### src/rtl/flex_counter_2d.sv
// Two-dimensional raster counter: column counter cascaded into a row counter,
// with run-time wrap values, preload, one-shot halt and a frame-done pulse.
module flex_counter_2d #(
    parameter int COL_BITS = 10,
    parameter int ROW_BITS = 10
) (
    input  logic                clk,
    input  logic                rst,
    input  logic                clear,
    input  logic                count_enable,
    input  logic                one_shot,
    input  logic [COL_BITS-1:0] col_rollover_val,
    input  logic [ROW_BITS-1:0] row_rollover_val,
    input  logic                load_en,
    input  logic [COL_BITS-1:0] load_col,
    input  logic [ROW_BITS-1:0] load_row,
    output logic [COL_BITS-1:0] col_out,
    output logic [ROW_BITS-1:0] row_out,
    output logic                col_rollover_flag,
    output logic                row_rollover_flag,
    output logic                frame_done,
    output logic                halted
);

    localparam logic [0:0] RUN  = 1'b0;
    localparam logic [0:0] HALT = 1'b1;

    logic [0:0]          state;
    logic [0:0]          state_next;
    logic [COL_BITS-1:0] col_next;
    logic [ROW_BITS-1:0] row_next;
    logic                col_flag_next;
    logic                row_flag_next;
    logic                frame_done_next;
    logic                col_last;
    logic                row_last;

    // >= so out-of-range preloads end the line/frame at once
    assign col_last = (col_out >= col_rollover_val);
    assign row_last = (row_out >= row_rollover_val);

    always_comb begin
        col_next        = col_out;
        row_next        = row_out;
        state_next      = state;
        frame_done_next = 1'b0;
        if (clear) begin
            col_next   = '0;
            row_next   = '0;
            state_next = RUN;
        end else if (load_en) begin
            col_next   = load_col;
            row_next   = load_row;
            state_next = RUN;
        end else if (count_enable && (state == RUN)) begin
            if (!col_last) begin
                col_next = col_out + 1'b1;
            end else if (!row_last) begin
                col_next = '0;
                row_next = row_out + 1'b1;
            end else begin
                frame_done_next = 1'b1;
                if (one_shot) begin
                    state_next = HALT;
                end else begin
                    col_next = '0;
                    row_next = '0;
                end
            end
        end
    end

    // Flags track the next counter values so they line up with col_out/row_out
    always_comb begin
        col_flag_next = 1'b0;
        row_flag_next = 1'b0;
        if (!clear) begin
            col_flag_next = (col_next >= col_rollover_val);
            row_flag_next = (row_next >= row_rollover_val);
        end
    end

    always_ff @(posedge clk) begin
        if (rst) begin
            col_out           <= '0;
            row_out           <= '0;
            col_rollover_flag <= 1'b0;
            row_rollover_flag <= 1'b0;
            frame_done        <= 1'b0;
            state             <= RUN;
        end else begin
            col_out           <= col_next;
            row_out           <= row_next;
            col_rollover_flag <= col_flag_next;
            row_rollover_flag <= row_flag_next;
            frame_done        <= frame_done_next;
            state             <= state_next;
        end
    end

    assign halted = (state == HALT);

endmodule

### config.mk
export PLATFORM = sky130hd
export DESIGN_NAME = flex_counter_2d
export DESIGN_NICKNAME = d
export VERILOG_FILES = /design/src/rtl/flex_counter_2d.sv
export SDC_FILE = /design/constraint.sdc
export NUM_CORES = 1
export LEC_CHECK = 0
export CAP_MARGIN = 20
export CELL_PAD_IN_SITES_DETAIL_PLACEMENT = 0
export CELL_PAD_IN_SITES_GLOBAL_PLACEMENT = 1
export CORE_MARGIN = 2
export CORE_UTILIZATION = 32
export DETAILED_ROUTE_END_ITERATION = 10
export GPL_TIMING_DRIVEN = 0
export PLACE_DENSITY = 0.8
export SKIP_CTS_REPAIR_TIMING = 1
export SLEW_MARGIN = 10
export SYNTH_ARGS = -nofsm -noshare
export SYNTH_HDL_FRONTEND = slang
export SYNTH_SLANG_ARGS = --single-unit
export TNS_END_PERCENT = 30
### constraint.sdc
create_clock -name clk -period 3.25 [get_ports clk]
set_input_delay 0.65 -clock clk [delete_from_list [all_inputs] [get_ports clk]]
set_output_delay 0.65 -clock clk [all_outputs]
set_load 0.01 [all_outputs]
Word level (Yosys, flattened, before mapping)
Cells that the tools add are included.
Widths: inputs -> output; s select.
Word-level totals
  word-level logic and storage cells: 33
  output and inout port bits: 24
  bits in registers: 24
Cells by class
  muxes and demuxes: 13
  add/subtract/negate cells: 2
  order comparisons: 4
  bitwise logic cells: 3
  reductions and logical operators: 5
Operators by type and width (number)
  $mux 10: 12
  $ge 10x10->1: 4
  $add 10x1->10 const B: 2
  $reduce_or 5->1: 1
  $reduce_and 4->1: 1
  $not 1->1: 3
  $reduce_or 3->1: 1
  $reduce_or 2->1: 1
  $logic_and 1x1->1: 1
  $mux 1: 1

Depth between registers and ports, before layout
  depth after elaboration: 7
  depth in mapped cells: 16

Worst setup path after synthesis
OpenSTA, ideal clock, no wires.
  path kind: in2reg
  start point: in col_rollover_val[0]
  end point: reg row_rollover_flag
  stages: 14
  buffers on the path: 1
  setup time: 0.129 ns
  data arrival time: 3.300 ns
  slack: -0.179 ns
  path through: ha_1 nand2b_4 a21o_1 a211o_2 o21ai_0 buf_2 o21ai_0 a211oi_1 ha_1 a21o_1 a21o_1 a21oi_1 nor2b_1 a221oi_1
On the way
  longest elaborated chain between the ends: 6
Ends and longest elaborated chain
  from (decl): RTL line 12  | input logic [COL_BITS-1:0] col_rollover_val,
  $ge 10x10->1: RTL line 39  | assign col_last = (col_out >= col_rollover_val);
  $mux 10: RTL line 56  | if (!col_last) begin
  $mux 10: RTL line 55  | end else if (count_enable && (state == RUN)) begin
  $mux 10: RTL line 51  | end else if (load_en) begin
  $mux 10: RTL line 47  | if (clear) begin
  via row_next[7]: RTL line 31  | logic [ROW_BITS-1:0] row_next;
  $ge 10x10->1: RTL line 79  | row_flag_next = (row_next >= row_rollover_val);
  to (signal assigned): RTL line 95  | row_rollover_flag <= row_flag_next;
  to (decl): RTL line 20  | output logic row_rollover_flag,
The timed path passes the listed nets, and every way through them passes these cells.
A chain may end at the register's enable or synchronous reset.

Final worst setup path
  start point: in col_rollover_val[9]
  end point: reg col_rollover_flag
On the way
  longest elaborated chain between the ends: 6
Ends and longest elaborated chain
  $ge 10x10->1: RTL line 39
  $mux 10: RTL line 56
  $mux 10: RTL line 55
  $mux 10: RTL line 51
  $mux 10: RTL line 47
  via col_next[1]: RTL line 30  | logic [COL_BITS-1:0] col_next;
  $ge 10x10->1: RTL line 78  | col_flag_next = (col_next >= col_rollover_val);
  to (signal assigned): RTL line 94  | col_rollover_flag <= col_flag_next;
  to (decl): RTL line 19  | output logic col_rollover_flag,
The timed path passes the listed nets, and every way through them passes these cells.

==> results.json <==
{
  "status": "finished with violations",
  "violations": "setup timing",
  "crit_path_start_kind": "primary input",
  "fin_ws_ns": -0.185,
  "path_class": "in2reg",
  "synth_edf_count": 0,
  "worst_ep_arrival_time_ns": 3.64,
  "grt_start_max_net_pins": 14,
  "firstDrtPassIters": 5,
  "cts-root-buf": "clkbuf_8",
  "pin_count": 70,
  "final.period_utilization_pct": 106,
  "synth_mux_area_share_pct": 0,
  "syn_inst": 328,
  "fmax_ghz": 0.291,
  "seq_area_um2": 489,
  "peakVddDrop_uv": 121,
  "initialDrtViolationCount": 197,
  "drc_errors": 0,
  "rows": 32,
  "r2r_slack_ns": -0.16,
  "clk_pin_slew_ns": 0.10,
  "place_hpwl_um": 6590,
  "numCtsBuffers": 3,
  "grt_pass1_vias": 2790,
  "layout_common_cells": "clkdlybuf4s50_1, buf_4, ha_1, a211oi_1, nor2_1",
  "cp_max_fo": 7,
  "finalHoldViolCount": 0,
  "synth_xor_area_share_pct": 0.339,
  "cap_violations": 0,
  "ys_top_cells_by_area": "ha_1, dfxtp_1, a211oi_1",
  "syn2layout_area_growth_pct": 76.6,
  "report.final.slew_viol_count": 0,
  "grt_pass1_wl_um": 13900,
  "pwr_density_cell_mw_per_mm2": 222,
  "ys_ff_latch": 24,
  "core_mm2": 0.00777,
  "initial_core_util_pct": 33.2,
  "place_ws_ns": -1.11,
  "synth_compound_area_share_pct": 33.1,
  "die_area_mm2": 0.00880,
  "fin_nets": 535,
  "wl_um": 9690,
  "synth_top_area_share_pct": 20.4,
  "hold_ws_ns": 0.563,
  "synth_adder_area_share_pct": 20.4,
  "drive_gt1_share_pct": 38.3,
  "vias": 3174,
  "relSlewSlack_pct": 53.7,
  "required_ns": 3.45,
  "tightest_slew_ns": 0.695,
  "syn_nets": 416,
  "skew_ns": 0.00463,
  "synth_flop_cell": "dfxtp_1",
  "num_antenna_cells": 0,
  "yosysSeqAreaShare_pct": 18.6,
  "clock_latency_ns": 0.28,
  "hp-class": "reg2reg",
  "cts_tree": "built",
  "antenna_found_initial": 0,
  "avgSynthCellArea_um2": 7.87,
  "fill_cells": 703,
  "die_w_um": 93.8,
  "setup_viol": 2,
  "cts.sinks": 24,
  "synth_async_sr_flop_share_pct": 0,
  "clockBufferDepth": 2,
  "finalSetupTns_ns": -0.263,
  "routed_via_density": 5.79,
  "grtUsageTotal_pct": 19.7,
  "grt-ovfl-total": 0,
  "synth-simple-area-share_pct": 21.6,
  "p_leak_nw": 1.91,
  "die_h_um": 93.8,
  "critPathCaptureType": "flop",
  "htree_num_levels": 1,
  "ant_nets": 0,
  "multi_input_area_mm2": 0.00260,
  "ys_warn_count": 0,
  "period_minus_slack_ns": 3.44,
  "synthDistinctLibCells": 52,
  "gp_congestion": 0.862,
  "yosys.area.top_type": "ha_1",
  "rsz0062_at_grt": "yes",
  "synthesis.area_mm2": 0.00258,
  "wl_per_cell_um": 17.7,
  "port_buffers": 69,
  "synth_top_family_by_area": "compound AO/OA/AOI/OAI gates",
  "final_common_cell": "clkdlybuf4s50_1"
}
==> cell type report <==
cell class	count	area share (%)
Tap cell	102	2.80
Clock buffer	4	1.21
Buffer	15	2.03
Multi-Input combinational cell	264	57.0
Inverter	25	2.11
Sequential cell	24	10.7
Timing Repair Buffer	114	24.1
==> worst max-delay path, cell delays in order <==
cell and delay [ns]:
dlymetal6s2s_1 0.11, inv_2 0.06, ha_4 0.27, nand4_1 0.20, nor3_4 0.27, a2111o_1 0.39
nor2_4 0.08, buf_4 0.15, a221oi_4 0.27, a211oi_2 0.11, ha_1 0.36, a21oi_4 0.07
nor2b_1 0.11, o21ai_1 0.09, a21o_1 0.22, a221oi_2 0.22
==> flip-flops by register name, summed over array words and instances (netlist names) <==
| signal | count |
|---|---|
| row_rollover_flag | 1 |
| col_rollover_flag | 1 |
| row_out | 10 |
| col_out | 10 |
| frame_done | 1 |
| halted | 1 |
==> cells by family (layout without fill, tap and decap cells) <==
kind of cell,count (synthesis),in the layout
XOR/XNOR,1,1
adder cells (fa/ha/maj),42,42
flip-flops,24,24
buffers and inverters,40,158
AO/OA/AOI/OAI,118,118
AND/OR/NAND/NOR,103,103
==> cell usage after synthesis (all sizes together) (2+ instances only) <==
| master | number |
|---|---|
| ha | 42 |
| a211oi | 27 |
| inv | 25 |
| nor2 | 25 |
| dfxtp | 24 |
| o21ai | 21 |
| a21oi | 14 |
| a31oi | 13 |
| nor3 | 13 |
| clkbuf | 12 |
| nand2 | 12 |
| nand3 | 10 |
| a21o | 8 |
| nand2b | 6 |
| nand4 | 6 |
| nor2b | 6 |
| or2 | 6 |
| a221oi | 5 |
| a41o | 5 |
| and3 | 5 |
| a311oi | 4 |
| o211ai | 4 |
| buf | 3 |
| nor4b | 3 |
| or4 | 3 |
| a2111o | 2 |
| a2111oi | 2 |
| a211o | 2 |
| a21boi | 2 |
| and2 | 2 |
| nor4 | 2 |
| o2111ai | 2 |
| o41a | 2 |
==> final timing paths <==
check	startpoint	end	cells after the start
worst max-delay path	col_rollover_val[9]	col_rollover_flag	16
worst max register to register	col_out[0]	col_rollover_flag	15
worst min register to register	halted	halted	2
worst min-delay path	halted	halted	2
==> metal layers <==
layer	global-route usage [%]	wire [um]
met1	29.8	4570
met2	30.0	4460
met3	1.04	469
met4	5.43	193
met5	0	0
==> through the flow <==
stage               power (mW)  cell area (um^2)  utilization [%]  cells
CTS                      0.860              3500             45.1    503
global route              1.07              4560             58.7    548
detailed placement       0.642              3450             44.4    499
floorplan                0.505              2630                -    328
finish                    1.01              4560             58.7    548
global placement         0.636              3450             44.4    499
==> where the power goes <==
part / total (mW) / internal (mW) / switching (mW)
Combinational: 0.458 / 0.240 / 0.218
Clock: 0.223 / 0.109 / 0.115
Sequential: 0.332 / 0.306 / 0.0259
Note: power is estimated with default switching activity, not from simulation.
